`src/rtl/rr_arb_pkg.sv`:
```
// Shared types and sizing helpers for the round-robin mux-select arbiter.
// Optional burst mode is enabled by defining RR_BURST_EN.
package rr_arb_pkg;

    localparam int unsigned N_IN_DEF = 4;
`ifdef RR_BURST_EN
    localparam int unsigned MAX_BURST_DEF = 4;
`endif

    typedef enum logic {
        IDLE  = 1'b0,
        GRANT = 1'b1
    } state_t;

    // Select width for n requesters; never narrower than one bit.
    function automatic int unsigned sel_w(input int unsigned n);
        return (n > 1) ? $clog2(n) : 1;
    endfunction

endpackage

```
`src/rtl/rr_prio_pick.sv`:
```
// Rotating-priority find-first: returns the first set request at or above ptr,
// wrapping past the top index back to zero.
module rr_prio_pick
    import rr_arb_pkg::*;
#(
    parameter  int unsigned N_IN  = N_IN_DEF,
    localparam int unsigned SEL_W = sel_w(N_IN)
) (
    input  logic [N_IN-1:0]  req,
    input  logic [SEL_W-1:0] ptr,
    output logic [SEL_W-1:0] idx,
    output logic             any
);

    logic             found;
    logic [SEL_W-1:0] cand;

    always_comb begin
        idx   = '0;
        found = 1'b0;
        cand  = '0;
        for (int unsigned i = 0; i < N_IN; i++) begin
            cand = ptr + SEL_W'(i);
            if (!found && req[cand]) begin
                idx   = cand;
                found = 1'b1;
            end
        end
    end

    assign any = |req;

endmodule

```
`src/rtl/rr_sel_arbiter.sv`:
```
// Round-robin arbiter driving the select of a 4:1 mux; holds sel until the
// consumer accepts the word. Define RR_BURST_EN for up to MAX_BURST beats per grant.
module rr_sel_arbiter
    import rr_arb_pkg::*;
#(
    parameter  int unsigned N_IN      = N_IN_DEF,
`ifdef RR_BURST_EN
    parameter  int unsigned MAX_BURST = MAX_BURST_DEF,
`endif
    localparam int unsigned SEL_W     = sel_w(N_IN)
) (
    input  logic             clk,
    input  logic             rst_n,
    input  logic [N_IN-1:0]  req,
    input  logic             out_ready,
    output logic [SEL_W-1:0] sel,
    output logic             sel_valid,
    output logic [N_IN-1:0]  grant,
    output logic             done
);

    state_t           state, state_d;
    logic [SEL_W-1:0] ptr, ptr_d;
    logic [SEL_W-1:0] sel_d, sel_inc, pick_ptr, pick_idx;
    logic             valid_d, done_d, pick_any, rotate;
    logic [N_IN-1:0]  grant_d;

`ifdef RR_BURST_EN
    localparam int unsigned BURST_W = $clog2(MAX_BURST + 1);
    logic [BURST_W-1:0] burst_cnt, burst_d;
`endif

    assign sel_inc = sel + SEL_W'(1);

    // While granted, the next candidate search starts just past the served input.
    assign pick_ptr = (state == GRANT) ? sel_inc : ptr;

    rr_prio_pick #(.N_IN(N_IN)) u_pick (
        .req (req),
        .ptr (pick_ptr),
        .idx (pick_idx),
        .any (pick_any)
    );

    always_comb begin
        state_d = state;
        ptr_d   = ptr;
        sel_d   = sel;
        valid_d = sel_valid;
        done_d  = 1'b0;
        rotate  = 1'b0;
`ifdef RR_BURST_EN
        burst_d = burst_cnt;
`endif
        case (state)
            IDLE: begin
`ifdef RR_BURST_EN
                burst_d = '0;
`endif
                if (pick_any) begin
                    sel_d   = pick_idx;
                    valid_d = 1'b1;
                    state_d = GRANT;
                end
            end
            GRANT: begin
                if (out_ready) begin
                    done_d = 1'b1;
`ifdef RR_BURST_EN
                    if (req[sel] && (burst_cnt < BURST_W'(MAX_BURST - 1))) begin
                        burst_d = burst_cnt + BURST_W'(1);
                    end else begin
                        burst_d = '0;
                        rotate  = 1'b1;
                    end
`else
                    rotate = 1'b1;
`endif
                end else if (!req[sel]) begin
                    // Requester withdrew before being served: drop the grant, keep ptr.
                    valid_d = 1'b0;
                    state_d = IDLE;
`ifdef RR_BURST_EN
                    burst_d = '0;
`endif
                end
            end
            default: state_d = IDLE;
        endcase

        if (rotate) begin
            ptr_d = sel_inc;
            if (pick_any) begin
                sel_d = pick_idx;
            end else begin
                valid_d = 1'b0;
                state_d = IDLE;
            end
        end

        grant_d = valid_d ? (N_IN'(1) << sel_d) : '0;
    end

    always_ff @(posedge clk or negedge rst_n) begin
        if (!rst_n) begin
            state     <= IDLE;
            ptr       <= '0;
            sel       <= '0;
            sel_valid <= 1'b0;
            grant     <= '0;
            done      <= 1'b0;
`ifdef RR_BURST_EN
            burst_cnt <= '0;
`endif
        end else begin
            state     <= state_d;
            ptr       <= ptr_d;
            sel       <= sel_d;
            sel_valid <= valid_d;
            grant     <= grant_d;
            done      <= done_d;
`ifdef RR_BURST_EN
            burst_cnt <= burst_d;
`endif
        end
    end

endmodule

```
`config.mk`:
```
export PLATFORM = sky130hd
export DESIGN_NAME = rr_sel_arbiter
export DESIGN_NICKNAME = d
export VERILOG_FILES = /design/src/rtl/rr_arb_pkg.sv /design/src/rtl/rr_prio_pick.sv /design/src/rtl/rr_sel_arbiter.sv
export SDC_FILE = /design/constraint.sdc
export NUM_CORES = 1
export LEC_CHECK = 0
export ABC_AREA = 1
export CAP_MARGIN = 20
export CORE_MARGIN = 2
export CORE_UTILIZATION = 49
export DETAILED_ROUTE_END_ITERATION = 8
export PLACE_DENSITY = 0.74
export SLEW_MARGIN = 20
export SYNTH_ARGS = -nofsm -noshare
export SYNTH_HDL_FRONTEND = slang
export SYNTH_SLANG_ARGS = --single-unit
```
`constraint.sdc`:
```
create_clock -name clk -period 2.2 [get_ports clk]
set_clock_uncertainty 0.05 [all_clocks]
set_input_delay 0.44 -clock clk [delete_from_list [all_inputs] [get_ports clk]]
set_output_delay 0.44 -clock clk [all_outputs]
set_load 0.02 [all_outputs]
```
==> run metrics, run 1 <==
Initial Utilization 0.517; Yosys top cell area share 0.358; Max-Slew Margin vs Limit 0.690; DRT Pass-1 Iters 4; hold slack 0.440 ns; VDD IR-drop max 0.847 mV; Post-Syn Area 769 um2; Worst setup SP type primary input; worst path required time 2.31 ns; Routed Wire Length 1670 um; first-pass GRT wire length 3080 um; post_cts resized 0; r2r setup slk 0.35 ns; Distinct cells, synth 19; CTS tree yes; met2 wire len 791 um; Placement Setup Slack 0.0263 ns; vias in the first global route 712; share of cells above drive strength 1 0.157; Max Slew Vio Count 0; routed len/inst 11.1 um; die area 1900 um2; clock transition at the registers of the reported paths 0.07 ns; post-synthesis cell count 115; Longest Clk Path Bufs 2; DR vias 771; I/O Pins 15; DR top layer met4; leading post-synthesis cells by cell area dfrtp_1, nand2_1, nand3_1, inv_1, o21ai_0; Worst Path Max Fanout 3; Worst Path Arrival 2.02 ns; R2R depth 13; Setup CP Type primary input to register; leading area contributor after synthesis dfrtp_1; initial antenna violation count 0; yosys warns 0; die height 43.6 um; most frequent cells in the layout nand2_1, clkdlybuf4s50_1, inv_1; highest clock rate 524 MHz; Die W 43.6 um; DRT antenna net count 0; # setup viols final 0; routability cong. 0.895; r2r endpoint grant[0]; H-tree levels 1; Layout area overhead 25.2%; fin util 0.647; largest net degree at the start of global routing 12; Tcrit/Tclk final 0.867; core area 1490 um2; hold crit path type primary input to async pin; initial DRC count 18; cts hold-fix bufs 0; CTS root buf clkbuf_4; Met1 Routed Length 797 um; all-layer global routing usage 0.214; DRC 0; Tmin final 1.91 ns; final hold violation count 0; Worst Setup End Kind register; Post-CTS Setup Bufs 0; cell area power density 1700 nW/um2; Final HPWL DP 1380 um; # rows 14; Avg Cell Area, Syn 6.69 um2; clock latency on the worst-skew pair 0.27 ns; Num CTS Buffers 3; commonest non-fill, non-tap cell in the layout nand2_1; Worst Tran Pin Value 0.461 ns; vias per std cell 5.14; synthesized flop and latch total 11; leakage dissipation 0.510 nW; worst setup margin 0.292 ns; metal3 WL 54 um; clk sinks 11; IO buf count 14; outcome complete, no violations; number of max-cap violations 0; final net count 142; RSZ-0062 raised after global routing no; sum of negative setup slack 0 ns; reg-to-reg startpoint sel[0]; # diodes 0; Seq/Total Area, Yosys 0.358; Net Count, Synth 122; global route overflow 0
## Yosys cell counts (all sizes together)
| cell type | number |
|---|---|
| o21a | 1 |
| a21oi | 2 |
| nand3 | 13 |
| dfrtp | 11 |
| nor4 | 1 |
| nand3b | 1 |
| a31oi | 1 |
| o21ai | 10 |
| or2 | 1 |
| nand2 | 47 |
| nand4 | 2 |
| inv | 16 |
| nor2 | 9 |
## final cells by class
| type | instances | area, um2 |
|---|---|---|
| Clock buffer | 4 | 26.3 |
| Inverter | 16 | 60.1 |
| Multi-Input combinational cell | 88 | 434 |
| Sequential cell | 11 | 275 |
| Tap cell | 16 | 20.0 |
| Fill cell | 137 | 526 |
| Timing Repair Buffer | 15 | 148 |
## worst max-delay path, stage by stage
cell and delay [ns]:
clkdlybuf4s50_1 0.44, nor4_1 0.47, inv_1 0.10, o21ai_0 0.16, o21ai_0 0.11, nand2_1 0.08
inv_1 0.06, nand3_1 0.10, nor2_1 0.05
## worst max-delay path by stage
stage | from | to | depth (start not counted) | slack, ns
finish | req[0] | grant[1] | 9 | 0.29
global route | sel[0] | grant[0] | 13 | 0.11
CTS | req[0] | grant[1] | 9 | 0.32
detailed placement | req[0] | grant[3] | 9 | 0.03
global placement | req[1] | grant[2] | 13 | 0.10
floorplan | sel[0] | grant[2] | 13 | 0.48
## registers in the layout, indices dropped and copies added (netlist names)
signal	count
sel_valid	1
ptr	2
done	1
sel	2
state	1
grant	4
## metal layers
layer	track usage	up-vias
li1	-	407
met3	0.0333	2
met1	0.301	351
met2	0.329	11
met4	0.0848	0
met5	0	-
## per-stage QoR
stage / instance area, um2 / total power [mW] / cells
floorplan: 769 / 1.21 / 115
global placement: 937 / 1.49 / 146
detailed placement: 937 / 1.50 / 146
finish: 963 / 1.64 / 150
CTS: 963 / 1.64 / 150
global route: 963 / 1.83 / 150
## report_power, final
group | switching [mW] | internal [mW] | total, mW
clock | 0.0624 | 0.0701 | 0.132
combinational | 0.744 | 0.406 | 1.15
sequential | 0.0752 | 0.282 | 0.358
total | 0.882 | 0.758 | 1.64
## cells by family (layout without fill, tap and decap cells)
family          count (synthesis)  after routing  synth area share
compound gates                 14             14             0.106
buf+inv                        16             35            0.0781
flops                          11             11             0.358
simple gates                   74             74             0.459
(Power assumes the default switching activity.)
==> run 2: changes to the inputs <==
--- a/config.mk
+++ b/config.mk
@@ -7,10 +7,11 @@
 export LEC_CHECK = 0
 export ABC_AREA = 1
 export CAP_MARGIN = 20
-export CORE_MARGIN = 2
+export CORE_MARGIN = 3
 export CORE_UTILIZATION = 49
 export DETAILED_ROUTE_END_ITERATION = 8
 export PLACE_DENSITY = 0.74
+export SKIP_CTS_REPAIR_TIMING = 1
 export SLEW_MARGIN = 20
 export SYNTH_ARGS = -nofsm -noshare
 export SYNTH_HDL_FRONTEND = slang
==> run metrics, run 2 (synthesis results as in run 1) <==
final net count 141 (-0.70%); Placement Setup Slack 0.0316 ns (+0.00524 ns); highest clock rate 532 MHz (+1.6%); Max Slew Vio Count 0 (unchanged); worst setup margin 0.321 ns (+0.0294 ns); clock latency on the worst-skew pair 0.27 ns (about the same); Regs by FF count grant: 4 flops, ptr: 2 flops, sel: 2 flops; # rows 13 (-1); core area 1380 um2 (-7.1%); DRT Pass-1 Iters 4 (unchanged); Tmin final 1.88 ns (-0.0294 ns); # diodes 0 (unchanged); Die W 45.6 um (+4.6%); sum of negative setup slack 0 ns (unchanged); outcome complete, no violations; DRC 0 (unchanged); number of max-cap violations 0 (unchanged); Worst setup SP type primary input; clk sinks 11 (unchanged); routed len/inst 11.1 um (about the same); Longest Clk Path Bufs 2 (unchanged); hold crit path type primary input to async pin; I/O Pins 15 (unchanged); leakage dissipation 0.508 nW (-0.41%); VDD IR-drop max 0.871 mV (+2.9%); register with the most flip-flops grant; worst path required time 2.31 ns (about the same); Tcrit/Tclk final 0.854 (-0.0134); Worst Path Arrival 1.99 ns (-0.03 ns); share of cells above drive strength 1 0.158 (+0.00118); cell area power density 1700 nW/um2 (-0.13%); R2R depth 14 (+1); Initial Utilization 0.557 (+0.0398); all-layer global routing usage 0.198 (-0.0155); final hold violation count 0 (unchanged); Largest register FFs 4 (unchanged); most frequent cells in the layout nand2_1, clkdlybuf4s50_1, inv_1; Max-Slew Margin vs Limit 0.684 (-0.00604); Setup CP Type primary input to register; initial antenna violation count 0 (unchanged); die height 45.6 um (+4.6%); IO buf count 14 (unchanged); vias in the first global route 714 (+0.28%); Worst Tran Pin Value 0.473 ns (+0.0118 ns); vias per std cell 5.30 (+3.2%); CTS tree yes; routability cong. 0.835 (-6.7%); final std cell area, no fill 956 um2 (-0.78%); Routed Wire Length 1640 um (-1.3%); clock transition at the registers of the reported paths 0.07 ns (about the same); global route overflow 0 (unchanged); Worst Path Max Fanout 4 (+1); # setup viols final 0 (unchanged); largest net degree at the start of global routing 12 (unchanged); DR vias 785 (+1.8%); DRT antenna net count 0 (unchanged); commonest non-fill, non-tap cell in the layout nand2_1; first-pass GRT wire length 2950 um (-4.3%); die area 2080 um2 (+9.4%); CTS root buf clkbuf_4; initial DRC count 20 (+2); Num CTS Buffers 3 (unchanged); placed instance area 928 um2 (-0.93%); Layout area overhead 24.2%; RSZ-0062 raised after global routing no; Final HPWL DP 1330 um (-3.5%); Worst Setup End Kind register; H-tree levels 1 (unchanged)
-- run 2: metrics by stage --
step,power (mW),hold WS (ns),util,cells
6_report,1.62,0.440,0.691,148
2_1_floorplan,1.21,0.0944,-,115
3_3_place_gp,1.48,0.472,0.671,144
3_5_place_dp,1.50,0.488,0.671,144
4_1_cts,1.64,0.443,0.691,148
5_1_grt,1.82,0.462,0.691,148
-- run 2: final timing paths --
path | from | to | slack [ns]
worst min register to register | ptr[0] | ptr[0] | 0.49
min in group clk | ptr[0] | ptr[0] | 0.49
max in group asynchronous | rst_n | done | 1.33
worst max register to register | state | grant[2] | 0.37
worst min-delay path | rst_n | grant[2] | 0.44
worst max-delay path | req[0] | grant[3] | 0.32
-- run 2: report_power, final --
part	switching (mW)	internal, mW
clock	0.0655	0.0672
sequential	0.0754	0.282
combinational	0.730	0.404
total	0.871	0.754
-- run 2: worst max-delay path, cell delays in order --
cell	delay, ns
clkdlybuf4s50_1	0.46
nor4_1	0.44
inv_1	0.10
o21ai_0	0.15
o21ai_0	0.10
nand2_1	0.08
inv_1	0.06
nand3_1	0.10
nor2_1	0.05
-- run 2: area by class of cell --
cell class / instances / area, um2
Timing Repair Buffer: 14 / 140
Sequential cell: 11 / 275
Inverter: 16 / 60.1
Tap cell: 15 / 18.8
Fill cell: 126 / 427
Clock inverter: 1 / 5.00
Clock buffer: 3 / 22.5
Multi-Input combinational cell: 88 / 434
-- run 2: routing by layer --
layer | wire length (um) | vias to the layer above | global-route usage
met3 | 108 | 2 | 0.0711
met4 | 12 | 0 | 0.0526
met2 | 735 | 26 | 0.298
met5 | 0 | - | 0
li1 | - | 406 | -
met1 | 787 | 351 | 0.267
==> run 3: changes to the inputs <==
--- a/config.mk
+++ b/config.mk
@@ -7,11 +7,15 @@
 export LEC_CHECK = 0
 export ABC_AREA = 1
 export CAP_MARGIN = 20
+export CELL_PAD_IN_SITES_DETAIL_PLACEMENT = 1
+export CELL_PAD_IN_SITES_GLOBAL_PLACEMENT = 1
 export CORE_MARGIN = 3
-export CORE_UTILIZATION = 49
+export CORE_UTILIZATION = 35
 export DETAILED_ROUTE_END_ITERATION = 8
-export PLACE_DENSITY = 0.74
+export PLACE_DENSITY = 0.75
+export SETUP_SLACK_MARGIN = 0.05
 export SKIP_CTS_REPAIR_TIMING = 1
+export SKIP_LAST_GASP = 1
 export SLEW_MARGIN = 20
 export SYNTH_ARGS = -nofsm -noshare
 export SYNTH_HDL_FRONTEND = slang
==> run metrics, run 3 (synthesis results as in run 1) <==
Worst setup SP type primary input; Worst Tran Pin Value 0.476 ns (+0.00310 ns); IO buf count 14 (unchanged); hold crit path type primary input to async pin; # rows 16 (+3); DRT Pass-1 Iters 4 (unchanged); RSZ-0062 raised after global routing no; Setup CP Type primary input to register; final net count 142 (+0.71%); core area 2020 um2 (+46%); DRT antenna net count 0 (unchanged); Worst Setup End Kind register; outcome complete, no violations; Die W 52.9 um (+16%); CTS root buf clkbuf_4; share of cells above drive strength 1 0.172 (+0.0137); worst setup margin 0.269 ns (-0.0522 ns); Layout area overhead 27.3%; commonest non-fill, non-tap cell in the layout nand2_1; CTS tree yes; initial DRC count 9 (-55%); filler cell count 280 (+120%); Worst path max stage delay 0.47 ns (about the same); highest clock rate 518 MHz (-2.7%); Max Slew Vio Count 0 (unchanged); routed len/inst 12.2 um (+10%); Placement Setup Slack 0.0201 ns (-0.0115 ns); final hold violation count 0 (unchanged); Worst Path Max Fanout 4 (unchanged); Routed Wire Length 1970 um (+20%); slowest CP cell clkdlybuf4s50_1; Max-Slew Margin vs Limit 0.682 (-0.00208); vias per std cell 4.81 (-9.4%); vias in the first global route 765 (+7.1%); Regs by FF count grant: 4 flops, ptr: 2 flops, sel: 2 flops; number of max-cap violations 0 (unchanged); # diodes 0 (unchanged); global route overflow 0 (unchanged); worst path required time 2.31 ns (about the same); initial antenna violation count 0 (unchanged); first-pass GRT wire length 3360 um (+14%); Longest Clk Path Bufs 2 (unchanged); Num CTS Buffers 3 (unchanged); fin util 0.485 (-0.207); sum of negative setup slack 0 ns (unchanged); register area 277 um2 (+0.45%); die height 52.9 um (+16%); DRC 0 (unchanged); routability cong. 0.750 (-10%); VDD IR-drop max 0.790 mV (-9.4%); cell area power density 1700 nW/um2 (about the same); clk sinks 11 (unchanged); Cell Chain, Critical Path clkdlybuf4s50_1, nor4_1, inv_1, o21ai_0, o21ai_0, nand2_1, inv_1, nand3_1, nor2_1; die area 2800 um2 (+34%); Tcrit/Tclk final 0.878 (+0.0237); Final HPWL DP 1670 um (+25%); Initial Utilization 0.381 (-0.176); clock latency on the worst-skew pair 0.26 ns (about the same); I/O Pins 15 (unchanged); register with the most flip-flops grant; clock transition at the registers of the reported paths 0.07 ns (about the same); DR vias 774 (-1.4%); most frequent cells in the layout nand2_1, clkdlybuf4s50_1, inv_1; all-layer global routing usage 0.163 (-0.0351); # setup viols final 0 (unchanged); multi-input logic area 434 um2 (unchanged); largest net degree at the start of global routing 12 (unchanged); Largest register FFs 4 (unchanged); leakage dissipation 0.512 nW (+0.88%); Worst Path Arrival 2.04 ns (+0.05 ns); H-tree levels 1 (unchanged); Tmin final 1.93 ns (+0.0522 ns)
-- run 3: changes by cell type in the layout (fill, tap and decap cells not counted) --
cell	before	now
buf_4	0	1
dfrtp_1	11	10
dfrtp_2	0	1
-- run 3: final timing paths --
kind	to	slack, ns	from	cells past startpoint
setup reg to reg	grant[2]	0.30	state	11
setup / recovery	grant[1]	0.27	req[0]	9
hold reg to reg	ptr[0]	0.50	ptr[0]	2
hold / removal	grant[2]	0.45	rst_n	1
max in group asynchronous	sel[0]	1.30	rst_n	1
min in group clk	ptr[0]	0.50	ptr[0]	2
-- run 3: per-stage QoR --
stage | cells | hold WS (ns) | power, mW | area (um2)
2_1_floorplan | 115 | 0.0944 | 1.21 | 769
3_3_place_gp | 157 | 0.487 | 1.52 | 951
3_5_place_dp | 157 | 0.490 | 1.54 | 951
4_1_cts | 161 | 0.452 | 1.68 | 978
5_1_grt | 161 | 0.454 | 1.85 | 980
6_report | 161 | 0.447 | 1.66 | 980
-- run 3: layout make-up --
cell class	instances	share of cell area
timing repair buffer	15	0.151
multi-input combinational	88	0.443
clock buffer	3	0.0230
inverter	16	0.0613
tap	27	0.0345
sequential	11	0.282
clock inverter	1	0.00511
-- run 3: report_power, final --
group          switching, mW  leakage [nW]  total [mW]  internal [mW]
clock network         0.0667        0.0177       0.134         0.0672
registers             0.0769         0.134       0.361          0.284
logic                  0.764         0.361        1.17          0.405
-- run 3: critical path: cells and delay by family --
kind	cells	cell delay [ns]
AO/OA/AOI/OAI	2	0.27
buffers and inverters	3	0.64
AND/OR/NAND/NOR	4	0.68
-- run 3: routing by layer --
metal	up-vias	wire length (um)	global-route usage
met1	357	932	0.211
met2	8	987	0.283
met3	2	37	0.00845
met5	-	0	0
li1	407	-	-
met4	0	10	0.0638
